### src/rtl/ib_ram_update_ctrl.sv
// Iteration-update sequencer: fetches one iteration's LUT pages from the LUT store
// and writes them into the selected frame half of the IB-LUT RAM.
module ib_ram_update_ctrl #(
    parameter int unsigned LUT_PORT_SIZE   = 1,
    parameter int unsigned BANK_NUM        = 2,
    parameter int unsigned ENTRY_ADDR      = 5,
    parameter int unsigned MULTI_FRAME_NUM = 2,
    parameter int unsigned ITER_WIDTH      = 5,
    parameter int unsigned MAX_ITER        = 10,
    localparam int unsigned FRM_W          = $clog2(MULTI_FRAME_NUM),
    localparam int unsigned PAGE_W         = ENTRY_ADDR - FRM_W,
    localparam int unsigned DATA_W         = LUT_PORT_SIZE * BANK_NUM
) (
    input  logic                         write_clk,
    input  logic                         rst,
    input  logic                         update_req,
    input  logic [ITER_WIDTH-1:0]        update_iter,
    input  logic [FRM_W-1:0]             update_frame,
    output logic                         update_busy,
    output logic                         update_done,
    output logic                         iter_err,
    output logic                         req_dropped,
    output logic                         rom_rd_en,
    output logic [ITER_WIDTH+PAGE_W-1:0] rom_rd_addr,
    input  logic [DATA_W-1:0]            rom_rd_data,
    input  logic                         rom_rd_valid,
    output logic [ENTRY_ADDR-1:0]        page_addr_ram,
    output logic [DATA_W-1:0]            ram_write_data_1,
    output logic                         ib_ram_we
);

    localparam logic [PAGE_W-1:0] LastPage = {PAGE_W{1'b1}};

    typedef enum logic [2:0] {StIdle, StFetch, StWait, StWrite, StDone} state_e;

    state_e                         state_q, state_d;
    logic [ITER_WIDTH-1:0]          iter_q, iter_d;
    logic [FRM_W-1:0]               frame_q, frame_d;
    logic [PAGE_W-1:0]              page_q, page_d;
    logic [DATA_W-1:0]              data_q, data_d;
    logic                           busy_q, busy_d;
    logic                           done_q, done_d;
    logic                           err_q, err_d;
    logic                           drop_q, drop_d;
    logic                           rom_en_q, rom_en_d;
    logic [ITER_WIDTH+PAGE_W-1:0]   rom_addr_q, rom_addr_d;
    logic [ENTRY_ADDR-1:0]          ram_addr_q, ram_addr_d;
    logic [DATA_W-1:0]              ram_data_q, ram_data_d;
    logic                           we_q, we_d;

    always_comb begin
        state_d    = state_q;
        iter_d     = iter_q;
        frame_d    = frame_q;
        page_d     = page_q;
        data_d     = data_q;
        err_d      = 1'b0;
        drop_d     = update_req && (state_q != StIdle);
        rom_addr_d = rom_addr_q;
        ram_addr_d = ram_addr_q;
        ram_data_d = ram_data_q;

        unique case (state_q)
            StIdle: begin
                if (update_req) begin
                    if (32'(update_iter) < MAX_ITER) begin
                        iter_d  = update_iter;
                        frame_d = update_frame;
                        page_d  = '0;
                        state_d = StFetch;
                    end else begin
                        err_d = 1'b1;
                    end
                end
            end
            StFetch: state_d = StWait;
            StWait: begin
                if (rom_rd_valid) begin
                    data_d  = rom_rd_data;
                    state_d = StWrite;
                end
            end
            StWrite: begin
                if (page_q == LastPage) begin
                    state_d = StDone;
                end else begin
                    page_d  = page_q + 1'b1;
                    state_d = StFetch;
                end
            end
            StDone: state_d = StIdle;
            default: state_d = StIdle;
        endcase

        // Outputs are registered, so they are decoded from the state being entered.
        busy_d   = (state_d != StIdle);
        done_d   = (state_d == StDone);
        rom_en_d = (state_d == StFetch);
        we_d     = (state_d == StWrite);
        if (rom_en_d) begin
            rom_addr_d = {iter_d, page_d};
        end
        if (we_d) begin
            ram_addr_d = {frame_d, page_d};
            ram_data_d = data_d;
        end
    end

    always_ff @(posedge write_clk) begin
        if (rst) begin
            state_q    <= StIdle;
            iter_q     <= '0;
            frame_q    <= '0;
            page_q     <= '0;
            data_q     <= '0;
            busy_q     <= 1'b0;
            done_q     <= 1'b0;
            err_q      <= 1'b0;
            drop_q     <= 1'b0;
            rom_en_q   <= 1'b0;
            rom_addr_q <= '0;
            ram_addr_q <= '0;
            ram_data_q <= '0;
            we_q       <= 1'b0;
        end else begin
            state_q    <= state_d;
            iter_q     <= iter_d;
            frame_q    <= frame_d;
            page_q     <= page_d;
            data_q     <= data_d;
            busy_q     <= busy_d;
            done_q     <= done_d;
            err_q      <= err_d;
            drop_q     <= drop_d;
            rom_en_q   <= rom_en_d;
            rom_addr_q <= rom_addr_d;
            ram_addr_q <= ram_addr_d;
            ram_data_q <= ram_data_d;
            we_q       <= we_d;
        end
    end

    assign update_busy      = busy_q;
    assign update_done      = done_q;
    assign iter_err         = err_q;
    assign req_dropped      = drop_q;
    assign rom_rd_en        = rom_en_q;
    assign rom_rd_addr      = rom_addr_q;
    assign page_addr_ram    = ram_addr_q;
    assign ram_write_data_1 = ram_data_q;
    assign ib_ram_we        = we_q;

endmodule

### config.mk
export PLATFORM = sky130hd
export DESIGN_NAME = ib_ram_update_ctrl
export DESIGN_NICKNAME = d
export VERILOG_FILES = /design/src/rtl/ib_ram_update_ctrl.sv
export SDC_FILE = /design/constraint.sdc
export NUM_CORES = 1
export LEC_CHECK = 0
export ABC_AREA = 1
export CORE_MARGIN = 5
export CORE_UTILIZATION = 52
export DETAILED_ROUTE_END_ITERATION = 12
export GPL_TIMING_DRIVEN = 0
export HOLD_SLACK_MARGIN = 0.08
export PLACE_DENSITY = 0.9
export SLEW_MARGIN = 20
export SYNTH_ARGS = -nofsm -noshare
export SYNTH_HDL_FRONTEND = slang
export SYNTH_SLANG_ARGS = --single-unit
### constraint.sdc
create_clock -name write_clk -period 4.1 [get_ports write_clk]
set_input_delay 0.82 -clock write_clk [delete_from_list [all_inputs] [get_ports write_clk]]
set_output_delay 0.82 -clock write_clk [all_outputs]
set_load 0.02 [all_outputs]
==> impl_results.md, run 1 <==
- Worst endpoint required time: 3.28 ns
- WL final: 2980 um
- Crit path buf inv count: 1
- Endpoint class of the critical path: output port
- Reg clk slew, reported paths: 0.10 ns
- First-pass GRT wire length: 5370 um
- Unrepaired setup endpoints after global routing: no
- Die Wd: 62.3 um
- Clk_skew: 0.00288 ns
- Max Clk Rate: 0.471 GHz
- Mapped cell area: 1420 um2
- Detailed Route Iter0 Violations: 47
- Fillers: 207
- Final setup TNS: 0 ns
- Vias in the first global route: 1247
- GRT Util Overall: 0.170
- Register area share after synthesis: 0.492
- Critical path, cell by cell: clkdlybuf4s50_1
- Syn nets: 192
- Worst-case clock buffer depth: 2
- Cts hold-fix bufs: 0
- H-tree levels: 2
- Distinct cells, synth: 29
- FF+latch area: 701 um2
- CTS tree: yes
- Nets: 232
- Hold Fails Final Rpt: 0
- Most common cell after layout, fill and taps aside: dfxtp_1
- Max incr delay on CP: 0.61 ns
- Footprint of the multi-input gates: 606 um2
- Worst-Skew Late Latency: 0.34 ns
- Outcome: finished, final reports clean
- Post-synthesis average cell area: 7.95 um2
- Setup Crit Path Kind: register to output port
- Vias: 1242
- RePlAce Congestion: 0.748
- WL/cell: 11.9 um
- Peak supply drop: 330 uV
- I/O pins: 34
- Final HPWL DP: 2150 um
- Highest-count cells in the layout ignoring fill and taps: 35 x dfxtp_1, 34 x nor2_1, 33 x nand2_1, 33 x clkdlybuf4s50_1, 17 x inv_1
- Core footprint: 2690 um2
- Post-Syn Instances: 179
- Ys Warns: 0
- Pwr Density: 358 nW/um2
- Yosys reg bits: 35
- Yosys top cell area share: 0.492
- Number of inserted diodes: 0
- Crit-path leading delay family: buffers and inverters
- Area leader, netlist: dfxtp_1
- Core Util, Final: 0.693
- Num CTS Buffers: 5
- Leakage power: 0.801 nW
- Final min period: 2.13 ns
- Hold Crit Class: register to register
- # resized after CTS: 0
- Worst hold margin: 0.444 ns
- Pre-antenna DRT Iters: 4
- Area contributors post-synth: dfxtp_1 49%, nor2_1 9.0%, nand2_1 8.7%
- Layout cells sized above 1: 0.155
- Slew Viols, Final: 0
- DRT antenna net count: 0
- # clock sinks: 35
- CP max FO: 2
- Crit path DAT: 1.31 ns
- Die Height: 62.3 um
- Post-Place Worst Slack: 1.76 ns
- Initial Util: 0.530
- Drt drc: 0
- Post-CTS setup buffers: 0
- GR Overflow Total: 0
- Period utilisation layout: 0.518
- Final number of setup-violating endpoints: 0
- Row count: 19
- Slew headroom: 0.681
- Vias per Instance: 4.95
- Initial antenna violation count: 0
- Startpoint types: register
- Die area: 3880 um2
- Total of max-cap violations: 0
- CTS root buf: clkbuf_4
- Buffers on Ports: 33
- Post-route setup slack: 1.97 ns
- Largest net degree at the start of global routing: 11
- Area growth syn-to-layout: 30.8%
- Worst-margin pin slew: 0.478 ns
- Slowest CP cell: clkdlybuf4s50_1
worst register-to-register path, cell delays in order (launching register included):
cell	delay, ns
dfxtp_1	0.35
ha_1	0.23
nand2_1	0.11
nor2_2	0.06
nand2_2	0.11
clkinv_1	0.14
a21oi_4	0.15
buf_6	0.16
nand2_1	0.07
nand2_1	0.06
nor2_1	0.04
area by class of cell:
class / instances / share of cell area
clock buffer: 8 / 0.0370
sequential: 35 / 0.376
inverter: 20 / 0.0403
buffer: 6 / 0.0228
multi-input combinational: 118 / 0.325
tap: 31 / 0.0208
timing repair buffer: 33 / 0.177
synthesized netlist by cell type:
cell type and instances:
a21oi_1 8, buf_2 1, nor3_1 1, or2_2 1, o21ai_2 4, nand2_1 33, buf_8 1, inv_1 17
o211ai_1 2, a21oi_4 1, dfxtp_1 35, and3_1 1, inv_2 2, o21ai_1 3, nor2_2 3, ha_1 1
nor4_1 2, nand3_2 2, a21oi_2 2, nand2_4 1, buf_6 1, a21o_1 1, nor2_4 3, nand2_2 5
nor2_1 34, o21ai_0 5, nand3_1 5, clkbuf_1 3, clkinv_1 1
layer usage:
layer  up-vias  track usage  routed length [um]
met5         -            0                   0
met2        30        0.291                1460
met3         7       0.0631                 180
met4         0       0.0716                  59
met1       563        0.187                1280
li1        642            -                   -
flip-flops by register name (all words and copies together), names as in the netlist, 2 cells and up:
signal,flops
iter_q,5
page_addr_ram,5
page_q,4
ram_write_data_1,2
rom_rd_addr,9
state_q,3
per-stage QoR:
step                instance area (um2)  std cells  power, mW
floorplan                          1420        179      0.424
finish                             1860        251      0.666
detailed placement                 1790        243      0.463
CTS                                1860        251      0.672
global placement                   1790        243      0.460
global route                       1860        251      0.698
worst paths after layout:
| check | start | end | slack (ns) | cells past startpoint |
|---|---|---|---|---|
| worst max-delay path | page_addr_ram[2] | page_addr_ram[2] | 1.97 | 1 |
| worst max register to register | page_q[0] | rom_rd_addr[7] | 2.53 | 10 |
| worst min register to register | iter_q[4] | iter_q[4] | 0.44 | 2 |
| worst min-delay path | iter_q[4] | iter_q[4] | 0.44 | 2 |
cells by family (layout without fill, tap and decap cells):
logic type               count (synthesis)  count (layout)  synth area share
AO/OA/AOI/OAI                           26              26             0.120
adder cells (fa/ha/maj)                  1               1           0.00879
buffers and inverters                   26              67            0.0826
flip-flops                              35              35             0.492
AND/OR/NAND/NOR                         91              91             0.296
where the power goes:
group          internal, mW  leakage [nW]  switching [mW]  total (mW)
clock                 0.101        0.0386           0.111       0.212
sequential            0.353         0.284         0.00619       0.359
combinational        0.0434         0.478          0.0518      0.0953
total                 0.498         0.801           0.169       0.666
Power figures use the tool's default switching activity.
==> inputs of run 2 (changes only) <==
CORE_UTILIZATION = 48   (was 52)
PLACE_DENSITY = 0.85   (was 0.9)
clock period = 1.96 ns   (was 4.1 ns; I/O delays follow)
==> impl_results.md, run 2 (synthesis gave the netlist of run 1 again) <==
- Largest net degree at the start of global routing: 11
- Vias in the first global route: 1203
- WL/cell: 11.5 um
- Cells after DPL: 243
- Slowest CP cell: clkdlybuf4s50_1
- Die Wd: 64.5 um
- Hold Path Depth: 2
- Max reg flops: 9
- Vias per Instance: 4.78
- Hold Fails Final Rpt: 0
- M3 GR Usage: 0.0622
- Die area: 4160 um2
- Unrepaired setup endpoints after global routing: no
- Hold Crit Class: register to register
- Pwr Density: 726 nW/um2
- Met1 Track Usage GR: 0.185
- Buffers on Ports: 33
- Leakage power: 0.797 nW
- Endpoint class of the critical path: output port
- CTS tree: yes
- Period utilisation layout: 0.871
- Final setup TNS: 0 ns
- Most common cell after layout, fill and taps aside: dfxtp_1
- Vias: 1196
- Area growth syn-to-layout: 29.9%
- Post-Place Worst Slack: 0.0552 ns
- Initial antenna violation count: 0
- Post-CTS setup buffers: 0
- Max incr delay on CP: 0.63 ns
- Final min period: 1.71 ns
- Slew Viols, Final: 0
- Peak supply drop: 687 uV
- Detailed Route Iter0 Violations: 37
- Worst-case clock buffer depth: 2
- Total of max-cap violations: 0
- Number of inserted diodes: 0
- Cts hold-fix bufs: 0
- First-pass GRT wire length: 5110 um
- Highest-count cells in the layout ignoring fill and taps: 35 x dfxtp_1, 34 x nor2_1, 33 x nand2_1, 33 x clkdlybuf4s50_1, 17 x inv_1
- Design Power: 1.34 mW
- WL final: 2870 um
- Die Height: 64.5 um
- Levels on crit path: 1
- Crit-path leading delay family: buffers and inverters
- Core footprint: 2810 um2
- Drt drc: 0
- Worst-Skew Late Latency: 0.34 ns
- Worst reg2reg startpoint: page_q[0]
- GRT Util Overall: 0.156
- GRT busiest layer: met2
- Startpoint types: register
- I/O pins: 34
- Setup crit start: ram_write_data_1[1]
- Pre-antenna DRT Iters: 4
- Reg2Reg Depth: 10
- Crit path DAT: 1.31 ns
- Clk_skew: 0.00649 ns
- Worst endpoint required time: 1.57 ns
- Met2 Track Usage GR: 0.259
- GR Overflow Total: 0
- Layout Cells excl Fill: 250
- CTS root buf: clkbuf_4
- Placed instance area: 1790 um2
- Post-route setup slack: 0.254 ns
- Core Util, Final: 0.659
- Setup Crit Path Kind: register to output port
- Final instance area: 1850 um2
- Critical path, cell by cell: clkdlybuf4s50_1
- Max Clk Rate: 0.586 GHz
- Worst-margin pin slew: 0.450 ns
- Reg clk slew, reported paths: 0.10 ns
- H-tree levels: 2
- Outcome: finished, final reports clean
- Nets: 232
- DRT antenna net count: 0
- Final number of setup-violating endpoints: 0
- RePlAce Congestion: 0.799
- Num CTS Buffers: 5
- Worst hold margin: 0.454 ns
- # resized after CTS: 0
- Slew headroom: 0.700
- Initial Util: 0.508
- Final HPWL DP: 2130 um
- # clock sinks: 35
- HP Start: iter_q[4]
- Layout cells sized above 1: 0.155
- CP max FO: 2
- Row count: 19
- Crit path buf inv count: 1
## run 2: path summary, 6_finish.rpt
check	to	slack, ns
worst min-delay path	iter_q[4]	0.45
worst max register to register	rom_rd_addr[5]	0.43
worst min register to register	iter_q[4]	0.45
worst max-delay path	ram_write_data_1[1]	0.25
## run 2: final cells by class
| cell class | count | area (um2) |
|---|---|---|
| Clock inverter | 1 | 5.00 |
| Sequential cell | 35 | 701 |
| Buffer | 6 | 42.5 |
| Multi-Input combinational cell | 118 | 606 |
| Timing Repair Buffer | 33 | 330 |
| Clock buffer | 6 | 51.3 |
| Tap cell | 31 | 38.8 |
| Fill cell | 251 | 956 |
| Inverter | 20 | 75.1 |
## run 2: routing by layer
metal / up-vias / wire (um)
li1: 643 / -
met1: 521 / 1280
met2: 27 / 1350
met3: 5 / 186
met4: 0 / 53
met5: - / 0
## run 2: where the power goes
part | switching, mW | total [mW] | internal (mW) | leakage, nW
combinational | 0.107 | 0.198 | 0.0908 | 0.478
sequential | 0.0131 | 0.752 | 0.739 | 0.284
clock | 0.226 | 0.392 | 0.166 | 0.0341
==> inputs of run 3 (changes only) <==
SLEW_MARGIN = 10   (was 20)
==> results of run 3 <==
No change in the layout: final DEF, timing and power equal those of run 2.
